## src/rtl/serial_mag_comp_pkg.sv

```systemverilog
// Shared types and constants for the nibble-serial magnitude comparator.
package serial_mag_comp_pkg;

    localparam int unsigned NIBBLE_W = 4;

    typedef enum logic [1:0] {
        IDLE,
        RUN,
        DONE
    } state_e;

    // Sticky decision: set on the first unequal nibble, then frozen.
    typedef enum logic [1:0] {
        DecNone,
        DecGt,
        DecLt
    } dec_e;

endpackage

```

## src/rtl/nib_cmp4.sv

```systemverilog
// Combinational 4-bit unsigned magnitude compare; exactly one output is high.
module nib_cmp4
    import serial_mag_comp_pkg::*;
(
    input  logic [NIBBLE_W-1:0] a_i,
    input  logic [NIBBLE_W-1:0] b_i,
    output logic                eq_o,
    output logic                gt_o,
    output logic                lt_o
);

    assign eq_o = (a_i == b_i);
    assign gt_o = (a_i > b_i);
    assign lt_o = (a_i < b_i);

endmodule

```

## src/rtl/serial_mag_comp.sv

```systemverilog
// Nibble-serial unsigned compare, MSB nibble first, with sticky decision.
// Define SERIAL_MAG_COMP_EARLY_EXIT_EN to finish right after the first unequal nibble.
module serial_mag_comp
    import serial_mag_comp_pkg::*;
#(
    parameter int unsigned WIDTH = 16
) (
    input  logic             clk,
    input  logic             rst,
    input  logic             start,
    input  logic [WIDTH-1:0] a,
    input  logic [WIDTH-1:0] b,
    output logic             busy,
    output logic             done,
    output logic             aeb,
    output logic             agb,
    output logic             alb
);

    localparam int unsigned NIB  = WIDTH / NIBBLE_W;
    localparam int unsigned IdxW = (NIB > 1) ? $clog2(NIB) : 1;

    state_e           state_q, state_d;
    logic [IdxW-1:0]  idx_q, idx_d;
    logic [WIDTH-1:0] a_q, a_d;
    logic [WIDTH-1:0] b_q, b_d;
    dec_e             dec_q, dec_d;
    // {aeb, agb, alb}
    logic [2:0]       res_q, res_d;

    logic [NIB-1:0][NIBBLE_W-1:0] a_nib, b_nib;
    logic [NIBBLE_W-1:0]          nib_a, nib_b;
    logic                         cmp_eq, cmp_gt, cmp_lt;
    logic                         run_exit;

    assign a_nib = a_q;
    assign b_nib = b_q;
    assign nib_a = a_nib[idx_q];
    assign nib_b = b_nib[idx_q];

    nib_cmp4 u_nib_cmp4 (
        .a_i  (nib_a),
        .b_i  (nib_b),
        .eq_o (cmp_eq),
        .gt_o (cmp_gt),
        .lt_o (cmp_lt)
    );

    always_comb begin
        state_d  = state_q;
        idx_d    = idx_q;
        a_d      = a_q;
        b_d      = b_q;
        dec_d    = dec_q;
        res_d    = res_q;
        run_exit = 1'b0;

        unique case (state_q)
            IDLE, DONE: begin
                state_d = IDLE;
                if (start) begin
                    state_d = RUN;
                    a_d     = a;
                    b_d     = b;
                    idx_d   = IdxW'(NIB - 1);
                    dec_d   = DecNone;
                end
            end
            RUN: begin
                if (dec_q == DecNone && !cmp_eq) begin
                    if (cmp_gt) begin
                        dec_d = DecGt;
                    end else if (cmp_lt) begin
                        dec_d = DecLt;
                    end
                end
`ifdef SERIAL_MAG_COMP_EARLY_EXIT_EN
                run_exit = (idx_q == '0) || (dec_d != DecNone);
`else
                run_exit = (idx_q == '0);
`endif
                if (run_exit) begin
                    state_d = DONE;
                    unique case (dec_d)
                        DecGt:   res_d = 3'b010;
                        DecLt:   res_d = 3'b001;
                        default: res_d = 3'b100;
                    endcase
                end else begin
                    idx_d = idx_q - 1'b1;
                end
            end
            default: state_d = IDLE;
        endcase
    end

    always_ff @(posedge clk) begin
        if (rst) begin
            state_q <= IDLE;
            idx_q   <= '0;
            a_q     <= '0;
            b_q     <= '0;
            dec_q   <= DecNone;
            res_q   <= '0;
        end else begin
            state_q <= state_d;
            idx_q   <= idx_d;
            a_q     <= a_d;
            b_q     <= b_d;
            dec_q   <= dec_d;
            res_q   <= res_d;
        end
    end

    assign busy = (state_q == RUN);
    assign done = (state_q == DONE);
    assign aeb  = res_q[2];
    assign agb  = res_q[1];
    assign alb  = res_q[0];

endmodule
```

## config.mk

```make
export PLATFORM = sky130hd
export DESIGN_NAME = serial_mag_comp
export DESIGN_NICKNAME = d
export VERILOG_FILES = /design/src/rtl/serial_mag_comp_pkg.sv /design/src/rtl/nib_cmp4.sv /design/src/rtl/serial_mag_comp.sv
export SDC_FILE = /design/constraint.sdc
export NUM_CORES = 1
export LEC_CHECK = 0
export CORE_ASPECT_RATIO = 1.75
export CORE_MARGIN = 2
export CORE_UTILIZATION = 50
export DETAILED_ROUTE_END_ITERATION = 16
export GPL_TIMING_DRIVEN = 0
export PLACE_DENSITY_LB_ADDON = 0.08
export SLEW_MARGIN = 20
export SYNTH_ARGS = -nofsm -noshare
export SYNTH_HDL_FRONTEND = slang
export SYNTH_SLANG_ARGS = --single-unit
export TNS_END_PERCENT = 30
```

## constraint.sdc

```tcl
create_clock -name clk -period 4.87 [get_ports clk]
set_clock_uncertainty 0.15 [all_clocks]
set_input_delay 1.461 -clock clk [delete_from_list [all_inputs] [get_ports clk]]
set_output_delay 1.461 -clock clk [all_outputs]
set_load 0.01 [all_outputs]
```

# Word-level counts from Yosys, hierarchy flattened

Index checks and enable logic that the tools add are counted.

Bits of input ports: 35
Logic and storage cells: 46
Register bits: 41
Output and inout bits: 5

Add/sub/neg operators: 1
Equality and inequality tests: 8
Order comparisons: 3
Multiplexer cells: 17
Reduce and logical (&&, ||, !) cells: 11

Operators by type and width:

| kind                                                                          | count |
|---|---|
| 4-bit binary-select mux with 2-bit select                                     | 2 |
| 2-bit two-way mux                                                             | 8 |
| 2-bit case mux with 2 select lines                                            | 3 |
| 4-bit two-way mux                                                             | 2 |
| 2-bit zero test                                                               | 3 |
| 3-bit case mux with 2 select lines                                            | 1 |
| 2-bit AND reduction                                                           | 3 |
| 2-bit by 1-bit equality test with 1-bit output (second input constant)        | 2 |
| 2-bit equality test (second input constant)                                   | 2 |
| 4-bit equality test                                                           | 1 |
| 4-bit greater-than comparator                                                 | 1 |
| 4-bit less-than comparator                                                    | 1 |
| 2-bit != test (second input constant)                                         | 2 |
| 2-bit by 3-bit less-than comparator with 1-bit output (second input constant) | 1 |
| 3-bit AND reduction                                                           | 1 |
| 2-bit by 1-bit != test with 1-bit output (second input constant)              | 1 |
| 2-bit nonzero test                                                            | 1 |
| 2-bit OR reduction                                                            | 1 |
| 2-bit by 1-bit subtractor with 2-bit output (second input constant)           | 1 |
| 1-bit logical AND                                                             | 1 |
| 1-bit zero test                                                               | 1 |
| 1-bit two-way mux                                                             | 1 |

# Longest topological paths before layout

Gate-level depths: netlist (run 1).

Word-level depth: 9
Mapped depth: 11
Depth with buffers taken out: 10

# Modules after synthesis

A second synthesis (run 1) with hierarchy kept.

Cells, all modules: 213
Area total of the unflattened synthesis: 1881.8 um^2

By module, submodules not included:

| module          | instances | cells each | area an instance (um^2) | seq. area each (um^2) |
|---|---|---|---|---|
| serial_mag_comp | 1         | 197        | 1752.9                  | 820.8 |
| nib_cmp4        | 1         | 16         | 128.9                   | 0.0 |

# Least setup slack after synthesis (run 1)

No wires, ideal clock.

Path kind: register to register
From: reg idx_q[0]
To: reg res_q[2]
Path slack: 2.314 ns
Clock period less this slack: 2.556 ns
Setup time: 0.132 ns
Stages on the path, launching flop included: 11
Data arrival time: 2.274 ns
Required time: 4.588 ns
Path buffers: 1
Path through: dfxtp_1 -> buf_6 -> mux4_2 -> ha_1 -> nor2b_1 -> o211a_1 -> nor3_2 -> or2_2 -> ha_1 -> nand3_1 -> a21oi_1

Longest elaborated chain between the ends: 9
Elaborated cells on any way between the ends: 18
Those cells by class: order compare: 2; eq/ne: 3; mux: 9; reduce/logical: 4

RTL lines:

| item                                                                                         | line                                         | source |
|---|---|---|
| start: declaration                                                                           | serial_mag_comp.sv:24                        | `logic [IdxW-1:0] idx_q, idx_d;` |
| start signal: assignment                                                                     | serial_mag_comp.sv:107                       | `idx_q <= idx_d;` |
| 4-bit binary-select mux with 2-bit select, on equally long branches                          | serial_mag_comp.sv:38, serial_mag_comp.sv:39 |  |
| 4-bit two-way mux, on equally long branches                                                  | serial_mag_comp.sv:38, serial_mag_comp.sv:39 |  |
| 4-bit less-than comparator / 4-bit equality test (equally long branches)                     | nib_cmp4.sv:14, nib_cmp4.sv:12               |  |
| 2-bit two-way mux / 1-bit zero test (equally long branches)                                  | serial_mag_comp.sv:73, serial_mag_comp.sv:70 |  |
| 2-bit two-way mux / 1-bit logical AND (equally long branches)                                | serial_mag_comp.sv:71, serial_mag_comp.sv:70 |  |
| 2-bit two-way mux                                                                            | serial_mag_comp.sv:70                        | `if (dec_q == DecNone && !cmp_eq) begin` |
| 2-bit two-way mux                                                                            | serial_mag_comp.sv:58                        | `unique case (state_q)` |
| 2-bit equality test / 2-bit by 1-bit equality test with 1-bit output (equally long branches) | serial_mag_comp.sv:84                        | `unique case (dec_d)` |
| 3-bit case mux with 2 select lines                                                           | serial_mag_comp.sv:84                        |  |
| end signal: assignment                                                                       | serial_mag_comp.sv:111                       | `res_q <= res_d;` |
| end: declaration                                                                             | serial_mag_comp.sv:29                        | `logic [2:0] res_q, res_d;` |

Parallel ways exist; a longest one is shown, timed or not. The select of a mux whose other input is x is not followed.
A chain may end at the register's enable or synchronous reset.

# Worst setup path in the final report (run 1)

From: reg state_q[0]
To: out busy

Longest elaborated chain between the ends: 1

RTL lines:

| item                                           | line                   | source |
|---|---|---|
| start: declaration                             | serial_mag_comp.sv:23  | `state_e state_q, state_d;` |
| start signal: assignment                       | serial_mag_comp.sv:106 | `state_q <= state_d;` |
| 2-bit by 1-bit equality test with 1-bit output | serial_mag_comp.sv:115 | `assign busy = (state_q == RUN);` |
| end: declaration                               | serial_mag_comp.sv:13  | `output logic busy,` |

Every way passes these cells.

==> results of run 1 <==
registers in the layout, summed over array words and instances (netlist names):
| register | count |
|---|---|
| idx_q | 2 |
| res_q | 3 |
| b_nib | 16 |
| dec_q | 2 |
| state_q | 2 |
| a_nib | 16 |
path summary, 6_finish.rpt:
kind | from | end | slack [ps]
worst max-delay path | state_q[0]$_SDFFE_PP0P_ | busy | 1710
worst min-delay path | a_nib[15]$_SDFFE_PP0P_ | a_nib[15]$_SDFFE_PP0P_ | 310
worst min register to register | a_nib[15]$_SDFFE_PP0P_ | a_nib[15]$_SDFFE_PP0P_ | 310
worst max register to register | idx_q[0]$_SDFFE_PP0P_ | res_q[2]$_SDFFE_PP0P_ | 2090
cell usage after synthesis:
library cell	count	share of area
a21oi_1	36	0.098
dfxtp_1	41	0.45
nor3b_1	1	0.0041
nor2_1	6	0.012
nor3_1	2	0.0055
o211a_1	1	0.0055
buf_6	1	0.0061
nand4_1	1	0.0034
o31a_1	1	0.0048
a211oi_1	2	0.0082
o2bb2ai_1	1	0.0048
nand2_1	69	0.14
o21ai_0	3	0.0082
buf_4	4	0.016
nor3_2	1	0.0055
nor2_2	1	0.0034
or2_2	1	0.0034
clkbuf_1	5	0.010
nand3_1	3	0.0082
buf_2	4	0.011
nor2b_1	2	0.0068
inv_1	10	0.020
mux4_2	8	0.098
ha_1	7	0.048
nand2b_1	4	0.014
a21o_1	1	0.0041
power by group:
part           total (mW)  switching (mW)  internal [mW]
sequential          0.372          0.0131          0.359
combinational       0.186          0.0923         0.0937
clock               0.206           0.112         0.0943
total               0.763           0.217          0.546
per-layer routing:
| layer | vias up | wire length (um) | GRT usage |
|---|---|---|---|
| li1 | 804 | - | - |
| met1 | 744 | 1760 | 0.244 |
| met2 | 36 | 2420 | 0.435 |
| met3 | 7 | 138 | 0.0412 |
| met4 | 0 | 67 | 0.0934 |
| met5 | - | 0 | 0 |
critical path, cell delays in order, from the launching register on:
cell and delay [ps]:
dfxtp_1 410, nand2b_1 150, inv_1 150, clkdlybuf4s50_1 550
through the flow:
step | instances | util | setup WS, ps | hold WS (ps) | total power, mW
4_1_cts | 306 | 0.659 | 1710 | 305 | 0.771
2_1_floorplan | 216 | - | 2310 | 283 | 0.498
3_5_place_dp | 300 | 0.638 | 1890 | 294 | 0.566
3_3_place_gp | 300 | 0.638 | 1910 | 289 | 0.562
5_1_grt | 306 | 0.659 | 1650 | 321 | 0.802
6_report | 306 | 0.659 | 1710 | 305 | 0.763
layout make-up:
type | instances | area share
multi-input cells | 151 | 0.381
flip-flops and latches | 41 | 0.350
repair buffers | 38 | 0.162
plain buffers | 14 | 0.0342
clock buffers | 5 | 0.0294
well taps | 46 | 0.0246
inverters | 10 | 0.0160
clock inverters | 1 | 0.00214
kinds of logic after synthesis:
logic type / count (synthesis) / synth area share
adders and majority gates: 7 / 0.0478
muxes: 8 / 0.0984
buffers and inverters: 24 / 0.0642
AOI/OAI and AO/OA: 45 / 0.134
and+or+nand+nor: 91 / 0.208
DFF: 41 / 0.448
==> summary.md, run 1 <==
| Metric | Value |
|---|---|
| Bufs on Longest Clock Path | 2 |
| Final HPWL DP | about 3200 um |
| FMAX | 317 MHz |
| First-pass GRT wire length | 7300 um |
| Worst-Skew Late Latency | 290 ps |
| DRC marker count from the first detailed-route iteration | 27 |
| DRC Markers | 0 |
| CTS root buf | clkbuf_8 |
| Yosys cell types | 26 |
| Worst hold path type | reg2reg |
| Nets | 303 |
| CP Max Fanout | 6 |
| Post-DRT Antenna Nets | 0 |
| Post-CTS Setup Repair Bufs | 0 |
| # IOs | 40 |
| Worst endpoint required time | 3260 ps |
| Inserted Diodes | 0 |
| Hold Vio Cnt, Final | 0 |
| Post-Syn Area | 0.00183 mm^2 |
| Area occupied by multi-input gates | slightly below 900 um^2 |
| VDD IR max | 0.210 mV |
| CTS tree | built |
| CP Data Arrival Time | 1550 ps |
| Vias in the first global route | 1637 |
| Pin count of the biggest net entering global routing | 12 |
| CTS HTree Levels | 2 |
| Max Cap Viol | 0 |
| Drt pass-1 iters | 4 |
| Placer Congestion | 0.840 |
| Total GRT Usage | 0.232 |
| Core Rows | 29 |
| Total gr overflow | 0 |
| CTS Sinks | 41 |
| Reg area | 821 um^2 |
| Layout cells sized above 1 | 0.100 |
| # fillers | about 330 |
| Post-synthesis register bit count | 41 |
| Nature of the critical path startpoint | register |
| Avg Cell Area, Syn | 8.48 um^2 |
| Routed WL per cell | 14.3 um |
| Commonest non-fill, non-tap cell in the layout | nand2_1 |
| Initial core utilization | 0.515 |
| Die area | ~0.0042 mm^2 |
| Die width | about 50 um |
| Max_slew headroom | 0.607 |
| Via Count | 1591 |
| PD cells | 326 mW/mm^2 |
| Fin crit share | 0.649 |
| Post-route setup TNS | 0 ps |
| Core area | 0.00356 mm^2 |
| Synthesized instance count | ~220 |
| Commonest non-fill, non-tap cells in the layout | 69 x nand2_1, 41 x dfxtp_1, 38 x clkdlybuf4s50_1 |
| Crit path kind | reg2out |
| RSZ-0062 raised after global routing | false |
| Post-CTS sizing | 0 |
| Post-Place Cell Area | 0.00227 mm^2 |
| Setup violations, final | 0 |
| Worst-path clk slew | roughly 80 ps |
| Outcome | finished clean |
| Endpoint class of the critical path | output pin |
| CTS buffer count | 5 |
| Chip height | ~84 um |
| Initial antenna violation count | 0 |
| Sequential share of the synthesized area | 0.448 |
| Detailed Route WL | 4390 um |
| Worst Hold Depth | 2 |
| Cell leakage power | 0.912 nW |
| Area grow syn2layout | 27.9% |
| Syn_nets | 258 |
| Yosys warns | 0 |
| Hold Buf Count CTS | 0 |
| Final worst path period need | 3160 ps |
| Fin area | roughly 0.0023 mm^2 |
| Port buffer count | 38 |
| Vias per cell | 5.20 |
| Reg2Reg Depth | 10 |
| Pins Over Slew Limit | 0 |
| Worst Max-Slew Pin Slew | 590 ps |
Power figures use the tool's default switching activity.
==> run 2: changes to the inputs <==
CORE_UTILIZATION = 45   (was 50)
clock period = 2.8 ns   (was 4.87 ns; I/O delays follow)
==> summary.md, run 2 (synthesized netlist as in run 1, its figures left out) <==
| Metric | Value |
|---|---|
| Commonest non-fill, non-tap cells in the layout | 69 x nand2_1, 40 x dfxtp_1, 38 x clkdlybuf4s50_1 (was 69 x nand2_1, 41 x dfxtp_1, 38 x clkdlybuf4s50_1) |
| Endpoint class of the critical path | register (was output pin) |
| Area grow syn2layout | 31.4% (was 27.9%) |
| Placed insts | 302 (was 300) |
| Max Cap Viol | 0 (unchanged) |
| Inserted Diodes | 0 (unchanged) |
| CTS Sinks | 41 (unchanged) |
| # fillers | 388 (was 326) |
| RSZ-0062 raised after global routing | false (unchanged) |
| Cell leakage power | 0.943 nW (was 0.912 nW) |
| Initial core utilization | 0.469 (was 0.515) |
| Die width | 52.2 um (was 49.8 um) |
| Final hold slack | 303 ps (was 305 ps) |
| CTS HTree Levels | 2 (unchanged) |
| Critical Path, Cell by Cell | buf_6 -> mux4_2 -> ha_1 -> nor2b_1 -> o211a_1 -> nor3_2 -> or2_2 -> ha_1 -> nand3_1 -> a21oi_1 (was nand2b_1 -> inv_1 -> clkdlybuf4s50_1) |
| CTS root buf | clkbuf_8 (unchanged) |
| FMAX | 375 MHz |
| Placer Congestion | 0.813 (was 0.840) |
| Area occupied by multi-input gates | 900 um^2 (was 893 um^2) |
| Routed WL per cell | 12.7 um (was 14.3 um) |
| Pre-CTS WS | -17.7 ps (was 1890 ps) |
| PD cells | 581 mW/mm^2 (was 326 mW/mm^2) |
| Reg2Reg Depth | 10 (unchanged) |
| Reg area | 822 um^2 (was 821 um^2) |
| Fin crit share | 0.952 |
| Total gr overflow | 0 (unchanged) |
| Vias per cell | 4.93 (was 5.20) |
| Worst R2R Start | idx_q[0]$_SDFFE_PP0P_ (unchanged) |
| Worst endpoint required time | 2820 ps (was 3260 ps) |
| R2r endpoint | res_q[2]$_SDFFE_PP0P_ (unchanged) |
| Nets | 306 (was 303) |
| Crit path kind | reg2reg (was reg2out) |
| Setup violations, final | 0 (unchanged) |
| CTS buffer count | 5 (unchanged) |
| Hold Buf Count CTS | 0 (unchanged) |
| Pins Over Slew Limit | 0 (unchanged) |
| Setup slack after layout | 135 ps (was 1710 ps) |
| Worst Max-Slew Pin Slew | 532 ps (was 590 ps) |
| # IOs | 40 (unchanged) |
| Core Rows | 30 (was 29) |
| Post-DRT Antenna Nets | 0 (unchanged) |
| Hold Crit Start | b_nib[8]$_SDFFE_PP0P_ (was a_nib[15]$_SDFFE_PP0P_) |
| Final worst path period need | roughly 2700 ps |
| Via Count | 1543 (was 1591) |
| Worst-Skew Late Latency | 290 ps (about the same) |
| FF-to-FF setup slack | 130 ps (was 2090 ps) |
| Slowest cell on crit path | mux4_2 (was clkdlybuf4s50_1) |
| Hold Vio Cnt, Final | 0 (unchanged) |
| Most common cell on crit path | ha_1 |
| Outcome | finished clean (unchanged) |
| Layout Cells excl Fill | 313 (was 306) |
| Critical path buffers and inverters | 1 (was 2) |
| Max_slew headroom | 0.645 (was 0.607) |
| Bufs on Longest Clock Path | 2 (unchanged) |
| Initial antenna violation count | 0 (unchanged) |
| DRC Markers | 0 (unchanged) |
| Drt pass-1 iters | 4 (unchanged) |
| Worst hold path type | reg2reg (unchanged) |
| Commonest non-fill, non-tap cell in the layout | nand2_1 (unchanged) |
| Post-Place Cell Area | 0.00227 mm^2 (about the same) |
| Die area | 0.00462 mm^2 (was 0.00418 mm^2) |
| Worst Hold Depth | 2 (unchanged) |
| Detailed Route WL | 3990 um (was 4390 um) |
| Worst-path clk slew | 80 ps (about the same) |
| First-pass GRT wire length | 6980 um (was 7300 um) |
| Total GRT Usage | 0.204 (was 0.232) |
| CP Data Arrival Time | 2680 ps (was 1550 ps) |
| Final HPWL DP | 3040 um (was 3210 um) |
| Vias in the first global route | 1554 (was 1637) |
| CTS tree | built (unchanged) |
| Tot Pwr | 1.40 mW (was 0.763 mW) |
| Chip height | 88.4 um (was 84.1 um) |
| DRC marker count from the first detailed-route iteration | 28 (was 27) |
| Core area | 0.00390 mm^2 (was 0.00356 mm^2) |
| WHS Endpoint | b_nib[8]$_SDFFE_PP0P_ (was a_nib[15]$_SDFFE_PP0P_) |
| Nature of the critical path startpoint | register (unchanged) |
| Pin count of the biggest net entering global routing | 13 (was 12) |
| Port buffer count | 38 (unchanged) |
| CP Max Fanout | 5 (was 6) |
| Crit path largest cell delay | 530 ps (was 550 ps) |
| VDD IR max | 0.374 mV (was 0.210 mV) |
| Layout cells sized above 1 | 0.125 (was 0.100) |
| Fin area | 0.00241 mm^2 (was 0.00234 mm^2) |
| CP top delay family | adder cells (was buffers and inverters) |
## run 2: cell types whose count changed in the layout (fill, tap and decap cells not counted), sizes merged
cell    previous run  this run
buf                9        11
clkbuf            10        13
## run 2: worst max path at each step
stage / start / endpoint / cells after the start
floorplan: idx_q[0]$_SDFFE_PP0P_ / res_q[2]$_SDFFE_PP0P_ / 10
global placement: idx_q[0]$_SDFFE_PP0P_ / res_q[2]$_SDFFE_PP0P_ / 10
detailed placement: idx_q[0]$_SDFFE_PP0P_ / res_q[2]$_SDFFE_PP0P_ / 10
CTS: idx_q[0]$_SDFFE_PP0P_ / res_q[2]$_SDFFE_PP0P_ / 10
global route: idx_q[0]$_SDFFE_PP0P_ / res_q[2]$_SDFFE_PP0P_ / 10
finish: idx_q[0]$_SDFFE_PP0P_ / res_q[2]$_SDFFE_PP0P_ / 10
## run 2: layout make-up
cell class              instances  area share
multi-input cells             151       0.374
plain buffers                  14      0.0343
clock buffers                   7      0.0400
repair buffers                 41       0.167
flip-flops and latches         41       0.342
clock inverters                 1     0.00208
inverters                      10      0.0156
well taps                      48      0.0250
## run 2: layer usage
layer,up-vias,GRT usage,routed length [um]
met2,29,0.365,2130
li1,817,-,-
met1,691,0.242,1680
met4,0,0.0699,53
met3,6,0.0355,117
met5,-,0,0
## run 2: per-stage QoR
| step | util | setup TNS (ps) |
|---|---|---|
| after floorplan | - | 0 |
| after global placement | 0.582 | 0 |
| after detailed placement | 0.582 | -17.7 |
| after CTS | 0.615 | 0 |
| after global routing | 0.616 | 0 |
| final | 0.616 | 0 |
## run 2: worst register-to-register path, cell delays in order (launching register included)
cell     delay, ps
dfxtp_2        350
buf_6          130
mux4_2         530
ha_1           310
nor2b_1        130
o211a_1        200
nor3_2          60
or2_2          280
ha_1           270
nand3_1         70
a21oi_1         60
## run 2: power breakdown
part           internal, mW  total (mW)  switching (mW)
registers             0.624       0.645          0.0212
clock network         0.223       0.418           0.195
logic                 0.173       0.335           0.161
## run 2: what timing repair did
item,CTS,global route
setup endpoints to repair,1,2
pin swaps,1,0
resized for setup,1,2
setup buffers,3,0
==> run 3: changes to the inputs <==
GPL_ROUTABILITY_DRIVEN = 0   (was default)
==> results of run 3 <==
The final DEF is identical to that of run 2; final timing and power are the same.
